==> src/rtl/dmem_arbiter.sv <==
// dmem_arbiter: shares one single-port data memory between the CPU and a debug/loader port,
// with bounded bursts and round-robin hand-over so neither requester starves.
`default_nettype none

module dmem_arbiter #(
   parameter int ADDR_W    = 8,
   parameter int DATA_W    = 16,
   parameter int MAX_BURST = 4
) (
   input  logic              clk_i,
   input  logic              rst_ni,
   input  logic              cpu_req_i,
   input  logic              cpu_we_i,
   input  logic [ADDR_W-1:0] cpu_addr_i,
   input  logic [DATA_W-1:0] cpu_wdata_i,
   output logic              cpu_gnt_o,
   output logic              cpu_rvalid_o,
   output logic [DATA_W-1:0] cpu_rdata_o,
   input  logic              dbg_req_i,
   input  logic              dbg_we_i,
   input  logic [ADDR_W-1:0] dbg_addr_i,
   input  logic [DATA_W-1:0] dbg_wdata_i,
   output logic              dbg_gnt_o,
   output logic              dbg_rvalid_o,
   output logic [DATA_W-1:0] dbg_rdata_o,
   output logic              mem_en_o,
   output logic              mem_we_o,
   output logic [ADDR_W-1:0] mem_addr_o,
   output logic [DATA_W-1:0] mem_wdata_o,
   input  logic [DATA_W-1:0] mem_rdata_i
);

   localparam int CNT_W = $clog2(MAX_BURST + 1);
   localparam logic [CNT_W-1:0] C_MAX = CNT_W'(MAX_BURST);

   typedef enum logic [1:0] {
      S_IDLE = 2'd0,
      S_CPU  = 2'd1,
      S_DBG  = 2'd2
   } state_t;

   state_t             state_q, state_d;
   logic [CNT_W-1:0]   burst_cnt_q, burst_cnt_d;
   logic               last_dbg_q, last_dbg_d;
   logic               rd_pend_q, rd_pend_d;
   logic               rd_dbg_q, rd_dbg_d;

   logic               cpu_win, dbg_win, cnt_max;
   logic [CNT_W-1:0]   cnt_inc;

   assign cnt_max = (burst_cnt_q == C_MAX);
   assign cnt_inc = cnt_max ? C_MAX : burst_cnt_q + CNT_W'(1);

   // Grants are gated by reset so nothing reaches memory while rst_ni is low.
   always_comb begin
      cpu_win = 1'b0;
      dbg_win = 1'b0;
      if (rst_ni) begin
         case (state_q)
            S_IDLE: begin
               if (cpu_req_i && dbg_req_i) begin
                  cpu_win = last_dbg_q;
                  dbg_win = !last_dbg_q;
               end else begin
                  cpu_win = cpu_req_i;
                  dbg_win = dbg_req_i;
               end
            end
            S_CPU: begin
               if (cpu_req_i && !(dbg_req_i && cnt_max)) cpu_win = 1'b1;
               else                                     dbg_win = dbg_req_i;
            end
            S_DBG: begin
               if (dbg_req_i && !(cpu_req_i && cnt_max)) dbg_win = 1'b1;
               else                                     cpu_win = cpu_req_i;
            end
            default: begin
               cpu_win = 1'b0;
               dbg_win = 1'b0;
            end
         endcase
      end
   end

   always_comb begin
      state_d     = S_IDLE;
      burst_cnt_d = '0;
      last_dbg_d  = last_dbg_q;
      rd_pend_d   = 1'b0;
      rd_dbg_d    = rd_dbg_q;
      if (cpu_win) begin
         state_d     = S_CPU;
         burst_cnt_d = (state_q == S_CPU) ? cnt_inc : CNT_W'(1);
         last_dbg_d  = 1'b0;
         rd_pend_d   = !cpu_we_i;
         rd_dbg_d    = 1'b0;
      end else if (dbg_win) begin
         state_d     = S_DBG;
         burst_cnt_d = (state_q == S_DBG) ? cnt_inc : CNT_W'(1);
         last_dbg_d  = 1'b1;
         rd_pend_d   = !dbg_we_i;
         rd_dbg_d    = 1'b1;
      end
   end

   always_ff @(posedge clk_i or negedge rst_ni) begin
      if (!rst_ni) begin
         state_q     <= S_IDLE;
         burst_cnt_q <= '0;
         last_dbg_q  <= 1'b1;
         rd_pend_q   <= 1'b0;
         rd_dbg_q    <= 1'b0;
      end else begin
         state_q     <= state_d;
         burst_cnt_q <= burst_cnt_d;
         last_dbg_q  <= last_dbg_d;
         rd_pend_q   <= rd_pend_d;
         rd_dbg_q    <= rd_dbg_d;
      end
   end

   always_comb begin
      mem_en_o    = cpu_win | dbg_win;
      mem_we_o    = 1'b0;
      mem_addr_o  = '0;
      mem_wdata_o = '0;
      if (cpu_win) begin
         mem_we_o    = cpu_we_i;
         mem_addr_o  = cpu_addr_i;
         mem_wdata_o = cpu_wdata_i;
      end else if (dbg_win) begin
         mem_we_o    = dbg_we_i;
         mem_addr_o  = dbg_addr_i;
         mem_wdata_o = dbg_wdata_i;
      end
   end

   assign cpu_gnt_o    = cpu_win;
   assign dbg_gnt_o    = dbg_win;
   assign cpu_rvalid_o = rd_pend_q && !rd_dbg_q;
   assign dbg_rvalid_o = rd_pend_q && rd_dbg_q;
   assign cpu_rdata_o  = cpu_rvalid_o ? mem_rdata_i : '0;
   assign dbg_rdata_o  = dbg_rvalid_o ? mem_rdata_i : '0;

endmodule

`default_nettype wire

==> config.mk <==
export PLATFORM = sky130hd
export DESIGN_NAME = dmem_arbiter
export DESIGN_NICKNAME = d
export VERILOG_FILES = /design/src/rtl/dmem_arbiter.sv
export SDC_FILE = /design/constraint.sdc
export NUM_CORES = 1
export LEC_CHECK = 0
export CORE_MARGIN = 3
export CORE_UTILIZATION = 26
export DETAILED_ROUTE_END_ITERATION = 10
export PLACE_DENSITY = 0.86
export SETUP_SLACK_MARGIN = 0.02
export SKIP_LAST_GASP = 1
export SLEW_MARGIN = 5
export SYNTH_ARGS = -nofsm -noshare
export SYNTH_HDL_FRONTEND = slang
export SYNTH_SLANG_ARGS = --single-unit
export TNS_END_PERCENT = 100
==> constraint.sdc <==
create_clock -name clk_i -period 5.3 [get_ports clk_i]
set_input_delay 1.06 -clock clk_i [delete_from_list [all_inputs] [get_ports clk_i]]
set_output_delay 1.06 -clock clk_i [all_outputs]
set_load 0.005 [all_outputs]
==> results of run 1 <==
logic make-up after synthesis:
family          count (synthesis)  synth area share
xor+xnor                        1           0.00919
buf+inv                        16             0.108
simple gates                   50             0.299
compound gates                 38             0.336
mux                             1            0.0105
fa+ha+maj                       2            0.0262
flops                           8             0.211
final cells by class:
class | count | area [µm²]
Clock buffer | 4 | 45.0
Fill cell | 286 | 1140
Inverter | 7 | 33.8
Multi-Input combinational cell | 92 | 649
Sequential cell | 8 | 201
Tap cell | 46 | 57.6
Timing Repair Buffer | 131 | 1310
sequential cells by signal, indices dropped and copies added, names as in the netlist:
register     count
rd_pend_q        1
state_q          2
rd_dbg_q         1
last_dbg_q       1
burst_cnt_q      3
worst max-delay path: cells and delay by family:
kind                   cells  cell delay [ps]
buffers and inverters      3             1500
and+or+nand+nor            1              120
AOI/OAI and AO/OA          2              560
routing by layer:
metal,track usage,vias to the layer above,part of all wire
met5,0,-,0
met4,0.0914,0,0.025
met3,0.0607,8,0.14
met2,0.296,101,0.49
met1,0.178,615,0.34
li1,-,689,-
through the flow:
step	setup slack (ps)	hold slack, ps
after CTS	955	531
after floorplan	2190	508
after detailed placement	956	522
after global routing	804	549
final	985	531
after global placement	993	519
power by group through the flow:
stage	combinational, µW	sequential (µW)	clock, µW
6_report	177	83.6	75.4
5_1_grt	193	86.3	80.4
4_1_cts	179	83.7	77.0
3_5_place_dp	178	84.5	0
3_3_place_gp	176	84.2	0
2_1_floorplan	69.2	75.0	0
placed cells by master, fill, tap and decap left out:
cell / instances
a21oi_1: 1
xnor2_1: 1
dfstp_2: 1
nor3_1: 2
a221oi_1: 1
a22o_1: 25
and3_1: 16
a31oi_1: 1
inv_1: 5
a21o_1: 4
clkbuf_8: 3
nor2b_1: 1
ha_1: 2
nand2_1: 5
clkbuf_1: 1
nor2_1: 5
and2_1: 17
mux2i_1: 1
inv_4: 1
nand2_2: 1
a311o_2: 1
nand3_1: 2
clkdlybuf4s50_1: 131
nor4b_1: 1
a31o_2: 1
clkinv_4: 1
a311oi_1: 1
o22ai_1: 1
dfrtp_1: 7
a221o_2: 1
o21ai_0: 1
worst min path at each step:
stage                           from         end  slack [ps]
final                     last_dbg_q  last_dbg_q         530
after detailed placement  last_dbg_q  last_dbg_q         520
after floorplan           last_dbg_q  last_dbg_q         510
after global placement    last_dbg_q  last_dbg_q         520
after global routing      last_dbg_q  last_dbg_q         550
after CTS                 last_dbg_q  last_dbg_q         530
==> results.sh, run 1 <==
export IMPL_ys_async_sr_fraction=1.00
export IMPL_clock_skew_ps=3.57
export IMPL_rsz0062_at_grt="no"
export IMPL_max_vdd_ir_drop_mv=0.0970
export IMPL_combPwrFrac=0.526
export IMPL_grt_overflow=0
export IMPL_finalCoreUtilization=0.668
export IMPL_syn_nets=188
export IMPL_gr_usage_all_layers=0.171
export IMPL_wl_um=3860
export IMPL_die_area_mm2=0.00443
export IMPL_cts_sinks=8
export IMPL_startpoint_type="input pin"
export IMPL_instances_no_fill=288
export IMPL_fin_nets=315
export IMPL_stdcell_area_mm2=0.00230
export IMPL_synth_edf_count=0
export IMPL_rows=21
export IMPL_drt_first_pass_iters=5
export IMPL_cp_cell_sequence="clkdlybuf4s50_1 > nand3_1 > a311o_2 > inv_4 > a22o_1 > clkdlybuf4s50_1"
export IMPL_finalPower_uw=336
export IMPL_portBuffers=131
export IMPL_r2r_setup_slack_ps=3520
export IMPL_rr_startpoint="burst_cnt_q[0]"
export IMPL_synthesis_area_um2=953
export IMPL_ys_types=32
export IMPL_gp_congestion=0.752
export IMPL_die_w_um=66.6
export IMPL_yosysMostFrequentCell="a22o_1"
export IMPL_syn2layout_area_growth_pct=141
export IMPL_clock_fmax_mhz=232
export IMPL_synth_area_leader_cell="a22o_1"
export IMPL_power_density_mw_per_mm2=146
export IMPL_yosysSeqAreaShare=0.211
export IMPL_grt_pass1_wl_um=5910
export IMPL_finalCritPeriodShare=0.814
export IMPL_htreeDepth=1
export IMPL_core_area_mm2=0.00344
export IMPL_cpPeakStageDelay_ps=740
export IMPL_antenna_found_initial=0
export IMPL_drv_slew=0
export IMPL_period_needed_ps=4320
export IMPL_drive_above_1_share=0.0413
export IMPL_syn_avg_cell_area_um2=8.22
export IMPL_cpMaxStageDelayCell="clkdlybuf4s50_1"
export IMPL_vias_per_cell=4.91
export IMPL_cts_resized_gates=0
export IMPL_tightest_slew_ps=821
export IMPL_place_hpwl_um=3250
export IMPL_cts_root_buf="clkbuf_8"
export IMPL_setup_viol=0
export IMPL_postCtsSetupBuffers=0
export IMPL_post_place_cells=284
export IMPL_cp_arrival_ps=3260
export IMPL_clk_latency_ps=220
export IMPL_reg2reg_to="rd_dbg_q"
export IMPL_maxCapViolCount=0
export IMPL_holdBufCountCts=0
export IMPL_start_util=0.277
export IMPL_drt_iter0_markers=36
export IMPL_hold_path_depth=1
export IMPL_status="complete, no violations"
export IMPL_crit_type="input pin to output pin"
export IMPL_r2r_cells=7
export IMPL_yosysWarnings=0
export IMPL_power_static_leakage_uw=0.000969
export IMPL_synth_area_leaders="a22o_1, dfrtp_1, and2_1, and3_1, buf_6"
export IMPL_synth_top_area_frac=0.230
export IMPL_crit_top_cell="clkdlybuf4s50_1"
export IMPL_dieHeight_um=66.6
export IMPL_seqPwrFrac=0.249
export IMPL_cts_buffer_depth=2
export IMPL_clk_pin_slew_worst_paths_ps=40
export IMPL_critPathRequiredTime_ps=4240
export IMPL_setup_tns_ps=0
export IMPL_cts_tree="yes"
export IMPL_hold_viol=0
export IMPL_clkPwrFrac=0.225
export IMPL_cp_end_kind="output pin"
export IMPL_crit_fanout=28
export IMPL_cts_buffers=3
export IMPL_place_area_mm2=0.00225
export IMPL_min_path_type="flip-flop to flip-flop"
export IMPL_ys_seq_elements=8
export IMPL_relSlewSlack=0.452
export IMPL_diodes=0
export IMPL_synth_cells=116
export IMPL_crit_end="mem_wdata_o[8]"
export IMPL_drc=0
export IMPL_wl_per_cell_um=13.4
export IMPL_startpoint="rst_ni"
export IMPL_pin_count=132
export IMPL_antenna_left=0
export IMPL_p_int_uw=244
export IMPL_synth_common_cells="a22o_1, and2_1, and3_1, dfrtp_1"
export IMPL_first_global_vias=1327
export IMPL_vias=1413
export IMPL_power_switching_uw=92.2
export IMPL_switching_share=0.275
export IMPL_synth_ff_type="dfrtp_1"
export IMPL_grt_max_degree=29
Note: power is estimated with default switching activity, not from simulation.
==> inputs of run 2 (changes only) <==
- CORE_UTILIZATION: 26 -> 24
- PLACE_DENSITY: 0.86 -> 0.8
- clock period: 5.3 -> 4.4 ns (I/O delays scaled with it)
==> results.sh, run 2 (synthesis results as in run 1) <==
export IMPL_route_met3_wl_um=405
export IMPL_hold_path_depth=1
export IMPL_postCtsSetupBuffers=0
export IMPL_wl_met1_um=1490
export IMPL_clk_latency_ps=230
export IMPL_holdWs_ps=526
export IMPL_place_area_mm2=0.00226
export IMPL_cts_root_buf="clkbuf_8"
export IMPL_met2_length_um=1980
export IMPL_maxCapViolCount=0
export IMPL_post_place_cells=287
export IMPL_die_w_um=69.0
export IMPL_portBuffers=131
export IMPL_r2r_cells=7
export IMPL_start_util=0.255
export IMPL_gr_usage_all_layers=0.151
export IMPL_grt_pass1_wl_um=5930
export IMPL_power_static_leakage_uw=0.000973
export IMPL_top_layer="met4"
export IMPL_status="complete, no violations"
export IMPL_top_register="burst_cnt_q"
export IMPL_vias_per_cell=4.76
export IMPL_rsz0062_at_grt="no"
export IMPL_instances_no_fill=291
export IMPL_setup_viol=0
export IMPL_cts_buffers=3
export IMPL_drv_slew=0
export IMPL_die_area_mm2=0.00477
export IMPL_vias=1385
export IMPL_final_cell_mix="clkdlybuf4s50_1, a22o_1, and2_1"
export IMPL_drc=0
export IMPL_hold_viol=0
export IMPL_first_global_vias=1274
export IMPL_diodes=0
export IMPL_grt_overflow=0
export IMPL_wl_um=3950
export IMPL_largest_reg_flops=3
export IMPL_cts_sinks=8
export IMPL_drt_first_pass_iters=5
export IMPL_nFillCells=345
export IMPL_max_vdd_ir_drop_mv=0.116
export IMPL_core_area_mm2=0.00374
export IMPL_startpoint_type="input pin"
export IMPL_place_hpwl_um=3330
export IMPL_antenna_found_initial=0
export IMPL_drt_iter0_markers=49
export IMPL_cp_end_kind="output pin"
export IMPL_period_needed_ps=3840
export IMPL_clock_skew_ps=2.30
export IMPL_dieHeight_um=69.0
export IMPL_syn2layout_area_growth_pct=142
export IMPL_cp_arrival_ps=2960
export IMPL_cts_buffer_depth=2
export IMPL_power_density_mw_per_mm2=176
export IMPL_cts_resized_gates=0
export IMPL_relSlewSlack=0.462
export IMPL_final_common_cell="clkdlybuf4s50_1"
export IMPL_reg_largest_list="burst_cnt_q: 3 flops, state_q: 2 flops"
export IMPL_min_path_type="flip-flop to flip-flop"
export IMPL_drive_above_1_share=0.0453
export IMPL_htreeDepth=1
export IMPL_clock_fmax_mhz=261
export IMPL_multiInputGateArea_um2=649
export IMPL_fin_nets=316
export IMPL_tightest_slew_ps=805
export IMPL_crit_type="input pin to output pin"
export IMPL_gp_congestion=0.808
export IMPL_wl_per_cell_um=13.6
export IMPL_regArea_um2=201
export IMPL_setup_tns_ps=0
export IMPL_holdBufCountCts=0
export IMPL_critPathRequiredTime_ps=3520
export IMPL_grt_max_degree=29
export IMPL_crit_fanout=28
export IMPL_rows=22
export IMPL_antenna_left=0
export IMPL_stdcell_area_mm2=0.00231
export IMPL_finalCritPeriodShare=0.872
export IMPL_pin_count=132
export IMPL_cts_tree="yes"
export IMPL_clk_pin_slew_worst_paths_ps=40
## run 2: cell types whose count changed in the layout (fill, tap and decap cells not counted), sizes merged
cell	before	now
buf	0	1
## run 2: path summary, 6_finish.rpt
check / from / end / slack (ps)
max reg2reg: burst_cnt_q[0] / rd_dbg_q / 2650
min reg2reg: last_dbg_q / last_dbg_q / 530
min in group asynchronous: rst_ni / rd_pend_q / 880
min: last_dbg_q / last_dbg_q / 530
max: cpu_req_i / mem_addr_o[4] / 560
max in group asynchronous: rst_ni / state_q[1] / 3160
## run 2: layout make-up
type / instances / area share
timing repair buffer: 132 / 0.571
multi-input combinational: 92 / 0.281
clock buffer: 4 / 0.0195
sequential: 8 / 0.0873
tap: 48 / 0.0260
inverter: 7 / 0.0146
## run 2: report_power, final
| part | internal [µW] | switching [µW] | total (µW) |
|---|---|---|---|
| clock network | 62.7 | 27.9 | 90.6 |
| registers | 83.0 | 17.6 | 101 |
| logic | 148 | 65.9 | 214 |
| total | 294 | 111 | 405 |
## run 2: stage by stage
step,total power [µW],setup WS (ps),util
after CTS,411,551,0.617
after global placement,317,569,0.605
after detailed placement,319,556,0.605
after floorplan,174,1650,-
final,405,565,0.617
after global routing,432,448,0.617
## run 2: per-layer routing
layer,track usage,up-vias
li1,-,688
met1,0.167,595
met2,0.264,94
met3,0.0510,8
met4,0.0564,0
met5,0,-
## run 2: worst max-delay path, cell delays in order
cell,delay (ps)
clkdlybuf4s50_1,510
nor4b_1,190
a311o_2,430
inv_4,240
a22o_1,170
clkdlybuf4s50_1,510
==> inputs of run 3 (changes only) <==
- CORE_MARGIN: 3 -> default
- TNS_END_PERCENT: 100 -> 50
==> results.sh, run 3 (synthesis results as in run 1) <==
export IMPL_status="complete, no violations"
export IMPL_cts_tree="yes"
export IMPL_antenna_left=0
export IMPL_drt_iter0_markers=36
export IMPL_antenna_found_initial=0
export IMPL_grt_overflow=0
export IMPL_first_global_vias=1268
export IMPL_power_static_leakage_uw=0.000973
export IMPL_clkPwrFrac=0.220
export IMPL_path_buf_inv=3
export IMPL_start_util=0.255
export IMPL_final_cell_mix="clkdlybuf4s50_1, a22o_1, and2_1"
export IMPL_tightest_slew_ps=863
export IMPL_drv_slew=0
export IMPL_hold_viol=0
export IMPL_cp_end_kind="output pin"
export IMPL_gp_congestion=0.769
export IMPL_portBuffers=131
export IMPL_place_hpwl_um=3230
export IMPL_grt_max_degree=29
export IMPL_top_register="burst_cnt_q"
export IMPL_setup_tns_ps=0
export IMPL_holdWs_ps=528
export IMPL_postCtsSetupBuffers=0
export IMPL_dieHeight_um=65.0
export IMPL_combPwrFrac=0.531
export IMPL_startpoint_type="input pin"
export IMPL_vias_per_cell=4.83
export IMPL_rows=22
export IMPL_clock_skew_ps=6.97
export IMPL_max_vdd_ir_drop_mv=0.113
export IMPL_grt_pass1_wl_um=5960
export IMPL_gr_usage_all_layers=0.179
export IMPL_wl_per_cell_um=13.3
export IMPL_power_density_mw_per_mm2=175
export IMPL_drt_first_pass_iters=4
export IMPL_min_path_type="flip-flop to flip-flop"
export IMPL_htreeDepth=1
export IMPL_cts_root_buf="clkbuf_8"
export IMPL_period_needed_ps=3860
export IMPL_rsz0062_at_grt="no"
export IMPL_cts_sinks=8
export IMPL_core_area_mm2=0.00374
export IMPL_clk_pin_slew_worst_paths_ps=40
export IMPL_wl_um=3860
export IMPL_fin_nets=316
export IMPL_largest_reg_flops=3
export IMPL_drc=0
export IMPL_pin_count=132
export IMPL_drive_above_1_share=0.0453
export IMPL_reg_largest_list="burst_cnt_q: 3 flops, state_q: 2 flops"
export IMPL_cp_cell_sequence="clkdlybuf4s50_1 > nor4b_1 > a311o_2 > inv_4 > a22o_1 > clkdlybuf4s50_1"
export IMPL_cp_arrival_ps=2980
export IMPL_crit_top_cell="clkdlybuf4s50_1"
export IMPL_nFillCells=348
export IMPL_cts_buffer_depth=2
export IMPL_finalCritPeriodShare=0.878
export IMPL_clock_fmax_mhz=259
export IMPL_crit_type="input pin to output pin"
export IMPL_setup_viol=0
export IMPL_power_switching_uw=110
export IMPL_relSlewSlack=0.424
export IMPL_die_area_mm2=0.00423
export IMPL_seqPwrFrac=0.249
export IMPL_die_w_um=65.0
export IMPL_diodes=0
export IMPL_clk_latency_ps=220
export IMPL_cts_resized_gates=0
export IMPL_holdBufCountCts=0
export IMPL_switching_share=0.272
export IMPL_cpPeakStageDelay_ps=530
export IMPL_p_int_uw=294
export IMPL_vias=1405
export IMPL_final_common_cell="clkdlybuf4s50_1"
export IMPL_critPathRequiredTime_ps=3520
export IMPL_path_delay_family="buffers and inverters"
export IMPL_syn2layout_area_growth_pct=142
export IMPL_cpMaxStageDelayCell="clkdlybuf4s50_1"
export IMPL_crit_fanout=28
export IMPL_cts_buffers=3
export IMPL_maxCapViolCount=0
export IMPL_r2r_setup_slack_ps=2650
[run 3: metrics by stage]
step	worst slack [ps]	total power, µW	cells	util	instance area (µm²)
final	538	404	291	0.617	2310
after global routing	437	435	291	0.617	2310
after CTS	552	409	291	0.617	2310
after detailed placement	551	318	287	0.605	2260
after global placement	560	315	287	0.605	2260
after floorplan	1650	174	116	-	953
[run 3: cell type report]
class,count,area (µm²),share of cell area
timing repair buffer,132,1320,0.571
tap,48,60.1,0.0260
multi-input combinational,92,649,0.281
sequential,8,201,0.0873
inverter,7,33.8,0.0146
clock buffer,4,45.0,0.0195
[run 3: final timing paths]
path	start	end	cells past startpoint
min	last_dbg_q	last_dbg_q	1
min reg2reg	last_dbg_q	last_dbg_q	1
max reg2reg	burst_cnt_q[0]	rd_dbg_q	7
min in group asynchronous	rst_ni	rd_pend_q	1
max	cpu_req_i	mem_wdata_o[6]	6
max in group asynchronous	rst_ni	state_q[0]	2
[run 3: metal layers]
| layer | GRT usage | part of all wire | up-vias |
|---|---|---|---|
| met2 | 0.346 | 0.52 | 83 |
| met3 | 0.0458 | 0.096 | 8 |
| met5 | 0 | 0 | - |
| met4 | 0.0625 | 0.025 | 0 |
| li1 | - | - | 689 |
| met1 | 0.183 | 0.36 | 625 |
[run 3: power groups by stage]
stage	Sequential (µW)	Combinational, µW	Clock (µW)
floorplan	90.3	83.4	0
global placement	102	214	0
detailed placement	102	216	0
CTS	101	217	91.4
global route	104	230	101
finish	101	214	88.9
